$ cat src/rtl/if_id_buf.sv
// rtl/if_id_buf.sv - fetch-to-decode buffer with registered head output
// Define IF_ID_SKID_EN for the two-entry skid buffer; otherwise a single entry is used.
module if_id_buf #(
  parameter logic [31:0] NOP_INST = 32'h0000_0013,
  parameter logic [31:0] RST_ADDR = 32'h0000_0000
) (
  input  logic        clk,
  input  logic        rst,
  input  logic [31:0] inst_addr_i,
  input  logic [31:0] inst_i,
  input  logic        valid_i,
  output logic        ready_o,
  input  logic        jump_en_i,
  output logic [31:0] inst_addr_o,
  output logic [31:0] inst_o,
  output logic        valid_o,
  input  logic        ready_i
);

  logic [1:0]  count_q, count_d;
  logic        valid_q, valid_d;
  logic [31:0] head_addr_q, head_addr_d;
  logic [31:0] head_inst_q, head_inst_d;
`ifdef IF_ID_SKID_EN
  logic [31:0] tail_addr_q, tail_addr_d;
  logic [31:0] tail_inst_q, tail_inst_d;
`endif
  logic        push, pop;

  assign valid_o     = valid_q;
  assign inst_o      = head_inst_q;
  assign inst_addr_o = head_addr_q;

`ifdef IF_ID_SKID_EN
  assign ready_o = (count_q != 2'd2);
`else
  assign ready_o = ~valid_q | ready_i;
`endif

  assign push = valid_i & ready_o & ~jump_en_i;
  assign pop  = valid_q & ready_i;

  always_comb begin
    count_d     = count_q;
    head_addr_d = head_addr_q;
    head_inst_d = head_inst_q;
`ifdef IF_ID_SKID_EN
    tail_addr_d = tail_addr_q;
    tail_inst_d = tail_inst_q;
`endif
    if (jump_en_i) begin
      count_d     = 2'd0;
      head_addr_d = RST_ADDR;
      head_inst_d = NOP_INST;
    end else if (pop && push) begin
      // Only reachable with one entry held: the incoming beat replaces the head.
      head_addr_d = inst_addr_i;
      head_inst_d = inst_i;
    end else if (pop) begin
      count_d     = count_q - 2'd1;
      head_addr_d = RST_ADDR;
      head_inst_d = NOP_INST;
`ifdef IF_ID_SKID_EN
      if (count_q == 2'd2) begin
        head_addr_d = tail_addr_q;
        head_inst_d = tail_inst_q;
      end
`endif
    end else if (push) begin
      count_d = count_q + 2'd1;
      if (count_q == 2'd0) begin
        head_addr_d = inst_addr_i;
        head_inst_d = inst_i;
      end
`ifdef IF_ID_SKID_EN
      else begin
        tail_addr_d = inst_addr_i;
        tail_inst_d = inst_i;
      end
`endif
    end
    valid_d = (count_d != 2'd0);
  end

  always_ff @(posedge clk) begin
    if (rst) begin
      count_q     <= 2'd0;
      valid_q     <= 1'b0;
      head_addr_q <= RST_ADDR;
      head_inst_q <= NOP_INST;
`ifdef IF_ID_SKID_EN
      tail_addr_q <= 32'd0;
      tail_inst_q <= 32'd0;
`endif
    end else begin
      count_q     <= count_d;
      valid_q     <= valid_d;
      head_addr_q <= head_addr_d;
      head_inst_q <= head_inst_d;
`ifdef IF_ID_SKID_EN
      tail_addr_q <= tail_addr_d;
      tail_inst_q <= tail_inst_d;
`endif
    end
  end

endmodule
$ cat config.mk
export PLATFORM = sky130hd
export DESIGN_NAME = if_id_buf
export DESIGN_NICKNAME = d
export VERILOG_FILES = /design/src/rtl/if_id_buf.sv
export SDC_FILE = /design/constraint.sdc
export NUM_CORES = 1
export LEC_CHECK = 0
export CORE_MARGIN = 2
export CORE_UTILIZATION = 36
export CTS_CLUSTER_SIZE = 10
export DETAILED_ROUTE_END_ITERATION = 6
export GPL_ROUTABILITY_DRIVEN = 0
export PLACE_DENSITY = 0.87
export SLEW_MARGIN = 0
export SYNTH_ARGS = -nofsm -noshare
export SYNTH_HDL_FRONTEND = slang
export SYNTH_SLANG_ARGS = --single-unit
$ cat constraint.sdc
create_clock -name clk -period 1.35 [get_ports clk]
set_input_delay 0.2025 -clock clk [delete_from_list [all_inputs] [get_ports clk]]
set_output_delay 0.2025 -clock clk [all_outputs]
set_load 0.02 [all_outputs]
==> run metrics, run 1 <==
ys flop type=dfxtp_1; routed via count=3018; area of the multi-input gates=1420 µm²; syn_nets=392; Max Root-Sink Buffers=2; vias in the first global route=2889; leak pwr=1.89 nW; PortBufs=134; first-pass GRT wire length=13.8 mm; failing checks=setup timing; commonest non-fill, non-tap cell in the layout=clkdlybuf4s50_1; power density over the cells=972 nW/µm²; PnR worst setup slack=-0.0377 ns; FP Rows=31; Filler Cell Count=598; Layout area overhead=74.0%; post-route ant nets=0; DPL Wire Length=5.98 mm; post-synthesis cell type count=30; critical path required time=1.61 ns; Clk pin slew, worst setup/hold paths=0.07 ns; Worst Max-Slew Pin Slew=0.292 ns; share of layout cells above drive strength 1=0.221; Die W=90.8 µm; fin nets=532; synth warn=0; syn avg cell area=8.43 µm²; Cell Area, Placed=4300 µm²; sequential share of the synthesized area=0.494; diode count=0; fin crit period=1.39 ns; CP Max Fanout=7; Min Hold Slack=0.423 ns; VDD IR max=0.474 mV; max-slew violations=0; CP Capture Type=register; die area=8250 µm²; drt pass-1 iters=4; Total Wirelength=9.11 mm; drt wl/cell=16.1 µm; Register Area=1350 µm²; cell area after layout=4720 µm²; most frequent cells in the layout=clkdlybuf4s50_1 (67), dlygate4sd2_1 (65), dfxtp_1 (64); Power, Total=4.59 mW; pin count of the biggest net entering global routing=51; CP startpoint kind=input pin; Die Span Y=90.8 µm; FMAX=721 MHz; Async S/R FF share, synth=0; Yosys reg bits=67; core footprint=7290 µm²; Post-synth EDFFs=0; number of buffers created by CTS=9; Via density=5.34; final hold vios=0; initial antenna violation count=0; RSZ-0062 raised after global routing=true; Post-Place Setup Slack=-0.489 ns; Global Route Usage Sum=0.204; 1st-iter DRT viols=130; mapped cell area=2710 µm²; Final period util=1.03; H-tree Lvls=3; Post-Syn Instances=322; initial core utilization=0.372; outcome=complete, but fails checks; Arr. time, crit path=1.65 ns; number of max-cap violations=0; Clock Sinks=67; number of remaining DRC errors=0; # IOs=135; Overflow after GRT=0; worst hold path type=in2reg; Max transition margin=0.805; Root Driver=clkbuf_8; Clock Latency Late Sink=0.33 ns; CTS tree=done; final setup fails=24; Worst Skew=0.0118 ns; critical path type=in2reg
critical path, stage by stage:
cell             delay, ns
clkdlybuf4s50_1       0.63
and4bb_4              0.30
buf_4                 0.15
clkbuf_16             0.16
o21ai_1               0.06
a21oi_1               0.14
Yosys cell counts, types with 4 or more instances:
cell type,instances,area share
dfxtp_1,67,0.49
nand3_1,61,0.11
o21ai_0,57,0.11
a21oi_1,39,0.072
nand4_1,23,0.053
buf_2,14,0.026
clkbuf_1,11,0.015
nand2_1,5,0.0069
o21ai_1,5,0.0092
buf_4,4,0.011
flip-flops by register name, summed over array words and instances (netlist names):
signal and flops:
inst_addr_o 32, inst_o 32, count_q 2, valid_o 1
where the power goes:
group / total, mW / leakage (nW) / switching (mW) / internal, mW
Clock: 1.62 / 0.102 / 0.730 / 0.887
Combinational: 0.904 / 1.25 / 0.439 / 0.465
Sequential: 2.07 / 0.544 / 0.0334 / 2.04
Total: 4.59 / 1.89 / 1.20 / 3.39
path summary, 6_finish.rpt:
| path | slack (ns) | start | to | depth (start not counted) |
|---|---|---|---|---|
| max | -0.04 | valid_i | inst_addr_o[10]$_SDFFE_PP0P_ | 6 |
| min | 0.42 | inst_i[31] | inst_o[31]$_SDFFE_PP0P_ | 3 |
| max reg2reg | -0.03 | count_q[1]$_SDFF_PP0_ | inst_addr_o[17]$_SDFFE_PP0P_ | 7 |
| min reg2reg | 0.46 | inst_o[24]$_SDFFE_PP0P_ | inst_o[24]$_SDFFE_PP0P_ | 2 |
routing by layer:
layer | global-route usage | routed length, µm | vias to the layer above
li1 | - | - | 1465
met1 | 0.242 | 3870 | 1409
met2 | 0.353 | 4520 | 134
met3 | 0.0643 | 629 | 10
met4 | 0.0644 | 94 | 0
met5 | 0 | 0 | -
per-stage QoR:
| stage | TNS (ns) | utilization | std cells |
|---|---|---|---|
| global placement | -23.81 | 0.590 | 545 |
| finish | -0.370 | 0.648 | 565 |
| detailed placement | -27.60 | 0.590 | 545 |
| floorplan | -0.520 | - | 322 |
| global route | -3.23 | 0.648 | 565 |
| CTS | -0.182 | 0.622 | 563 |
kinds of logic (layout without fill, tap and decap cells):
logic type	Yosys count	in the layout	share of synthesized area
AOI/OAI and AO/OA	108	108	0.209
and+or+nand+nor	104	104	0.210
muxes	3	3	0.0115
buffers and inverters	39	183	0.0701
DFF	67	67	0.494
adders and majority gates	1	1	0.00461
cell type report:
type	instances	share of cell area
Clock buffer	10	0.0291
Clock inverter	5	0.0114
Inverter	3	0.00238
Multi-Input combinational cell	216	0.300
Sequential cell	67	0.285
Tap cell	99	0.0262
Timing Repair Buffer	165	0.346
repair_timing:
item | CTS | global route
endpoints found under the setup margin | 128 | 66
gates cloned | 1 | 1
pin swaps | 4 | 18
resized for setup | 106 | 63
hold buffers | 0 | 0
setup buffers | 2 | 1
Power figures use the tool's default switching activity.
==> run 2: changes to the inputs <==
--- a/config.mk
+++ b/config.mk
@@ -11,7 +11,8 @@
 export DETAILED_ROUTE_END_ITERATION = 6
 export GPL_ROUTABILITY_DRIVEN = 0
 export PLACE_DENSITY = 0.87
-export SLEW_MARGIN = 0
+export RECOVER_POWER = 100
+export SLEW_MARGIN = 20
 export SYNTH_ARGS = -nofsm -noshare
 export SYNTH_HDL_FRONTEND = slang
 export SYNTH_SLANG_ARGS = --single-unit
==> run metrics, run 2 (synthesis results as in run 1) <==
worst hold path endpoint=inst_o[19]$_SDFFE_PP0P_; fin nets=532 (unchanged); clock power share=0.353 (about the same); FMAX=721 MHz (about the same); number of buffers created by CTS=9 (unchanged); routed via count=3019 (+0.033%); reg-to-reg slack, setup=-0.03 ns (about the same); Die W=90.8 µm (unchanged); RSZ-0062 raised after global routing=true; drt wl/cell=16.1 µm (about the same); most frequent cells in the layout=clkdlybuf4s50_1 (67), dlygate4sd2_1 (65), dfxtp_1 (64); Worst Skew=0.0117 ns (-0.0000842 ns); cells on worst reg2reg path=7 (unchanged); leak pwr=1.88 nW (-0.50%); hold_sp=inst_i[19]; cell area after layout=4700 µm² (-0.50%); CP Max Fanout=7 (unchanged); pin count of the biggest net entering global routing=51 (unchanged); FF-to-FF Start=count_q[1]$_SDFF_PP0_; H-tree Lvls=3 (unchanged); combinational cell fraction of total power=0.195 (-0.002); core footprint=7290 µm² (unchanged); worst hold path type=in2reg; VDD IR max=0.474 mV (about the same); FP Rows=31 (unchanged); Cell Int Power=3.38 mW (-0.36%); Via density=5.34 (about the same); Cell Area, Placed=4300 µm² (unchanged); Root Driver=clkbuf_8; Clk pin slew, worst setup/hold paths=0.07 ns (about the same); Global Route Usage Sum=0.204 (unchanged); number of max-cap violations=0 (unchanged); Total Wirelength=9.12 mm (about the same); sw frac=0.262 (about the same); CP startpoint kind=input pin; NetSw=1.20 mW (-0.38%); PortBufs=134 (unchanged); final hold vios=0 (unchanged); outcome=complete, but fails checks; Final period util=1.03 (about the same); post-route ant nets=0 (unchanged); 1st-iter DRT viols=123 (-5.4%); Overflow after GRT=0 (unchanged); critical path type=in2reg; Critical R2R Capture=inst_addr_o[17]$_SDFFE_PP0P_; critical path required time=1.61 ns (about the same); hold path depth=3 (unchanged); Worst Max-Slew Pin Slew=0.292 ns (-0.000455 ns); diode count=0 (unchanged); Max Root-Sink Buffers=2 (unchanged); vias in the first global route=2889 (unchanged); initial core utilization=0.372 (unchanged); Post-Place Setup Slack=-0.489 ns (unchanged); die area=8250 µm² (unchanged); CP Capture Type=register; drt pass-1 iters=4 (unchanged); number of remaining DRC errors=0 (unchanged); power density over the cells=973 nW/µm² (+0.14%); share of layout cells above drive strength 1=0.212 (-0.00858); Layout area overhead=73.1%; Clock Sinks=67 (unchanged); first-pass GRT wire length=13.8 mm (unchanged); # IOs=135 (unchanged); failing checks=setup timing; Clock Latency Late Sink=0.33 ns (about the same); initial antenna violation count=0 (unchanged); PnR worst setup slack=-0.0377 ns (+0.0000264 ns); final setup fails=26 (+8.3%); Die Span Y=90.8 µm (unchanged); Max transition margin=0.805 (about the same); Reg power frac=0.453 (+0.002); max-slew violations=0 (unchanged); Arr. time, crit path=1.65 ns (about the same); fin crit period=1.39 ns (-0.0000264 ns); commonest non-fill, non-tap cell in the layout=clkdlybuf4s50_1; # hold bufs at CTS=0 (unchanged); CTS tree=done; DPL Wire Length=5.98 mm (unchanged)
run 2: metal layers:
layer	vias to the layer above	wire length (µm)	global-route usage
met3	9	633	0.0643
met2	138	4530	0.353
met4	0	93	0.0644
met5	-	0	0
met1	1408	3860	0.242
li1	1464	-	-
run 2: through the flow:
stage,TNS (ns),cells,util,hold WS [ns],power (mW)
floorplan,-0.520,322,-,0.320,2.46
global placement,-23.81,545,0.590,0.448,2.89
detailed placement,-27.60,545,0.590,0.452,2.91
CTS,-0.182,563,0.622,0.422,4.53
global route,-3.33,565,0.644,0.418,4.76
finish,-0.412,565,0.644,0.425,4.57
run 2: area by class of cell:
| type | count | area, µm² |
|---|---|---|
| Fill cell | 603 | 2590 |
| Timing Repair Buffer | 165 | 1630 |
| Multi-Input combinational cell | 216 | 1400 |
| Sequential cell | 67 | 1350 |
| Clock buffer | 10 | 138 |
| Tap cell | 99 | 124 |
| Clock inverter | 5 | 53.8 |
| Inverter | 3 | 11.3 |
run 2: power by group through the flow:
stage / clock network (mW) / registers (mW) / logic, mW
floorplan: 0 / 2.18 / 0.280
global route: 1.74 / 2.07 / 0.946
CTS: 1.64 / 2.07 / 0.819
global placement: 0 / 2.11 / 0.778
detailed placement: 0 / 2.12 / 0.793
finish: 1.61 / 2.07 / 0.891
run 2: critical path, cell delays in order:
cell and delay, ns:
clkdlybuf4s50_1 0.63, and4bb_4 0.30, buf_4 0.15, clkbuf_16 0.16
o21ai_1 0.06, a21oi_1 0.14
run 2: worst max path at each step:
stage / startpoint / end / slack (ns) / depth (start not counted)
2_1_floorplan: count_q[0]$_SDFF_PP0_ / inst_addr_o[20]$_SDFFE_PP0P_ / -0.01 / 7
3_3_place_gp: jump_en_i / inst_o[28]$_SDFFE_PP0P_ / -0.40 / 5
3_5_place_dp: jump_en_i / inst_addr_o[25]$_SDFFE_PP0P_ / -0.49 / 5
4_1_cts: count_q[1]$_SDFF_PP0_ / inst_addr_o[8]$_SDFFE_PP0P_ / -0.03 / 6
5_1_grt: count_q[1]$_SDFF_PP0_ / inst_addr_o[16]$_SDFFE_PP0P_ / -0.08 / 7
6_report: valid_i / inst_addr_o[10]$_SDFFE_PP0P_ / -0.04 / 6
run 2: repair_timing:
action                     in CTS  in global routing
buffers inserted                2                  1
pin swaps                       4                 18
cloned                          1                  1
setup endpoints to repair     128                 66
resized for setup             106                 63
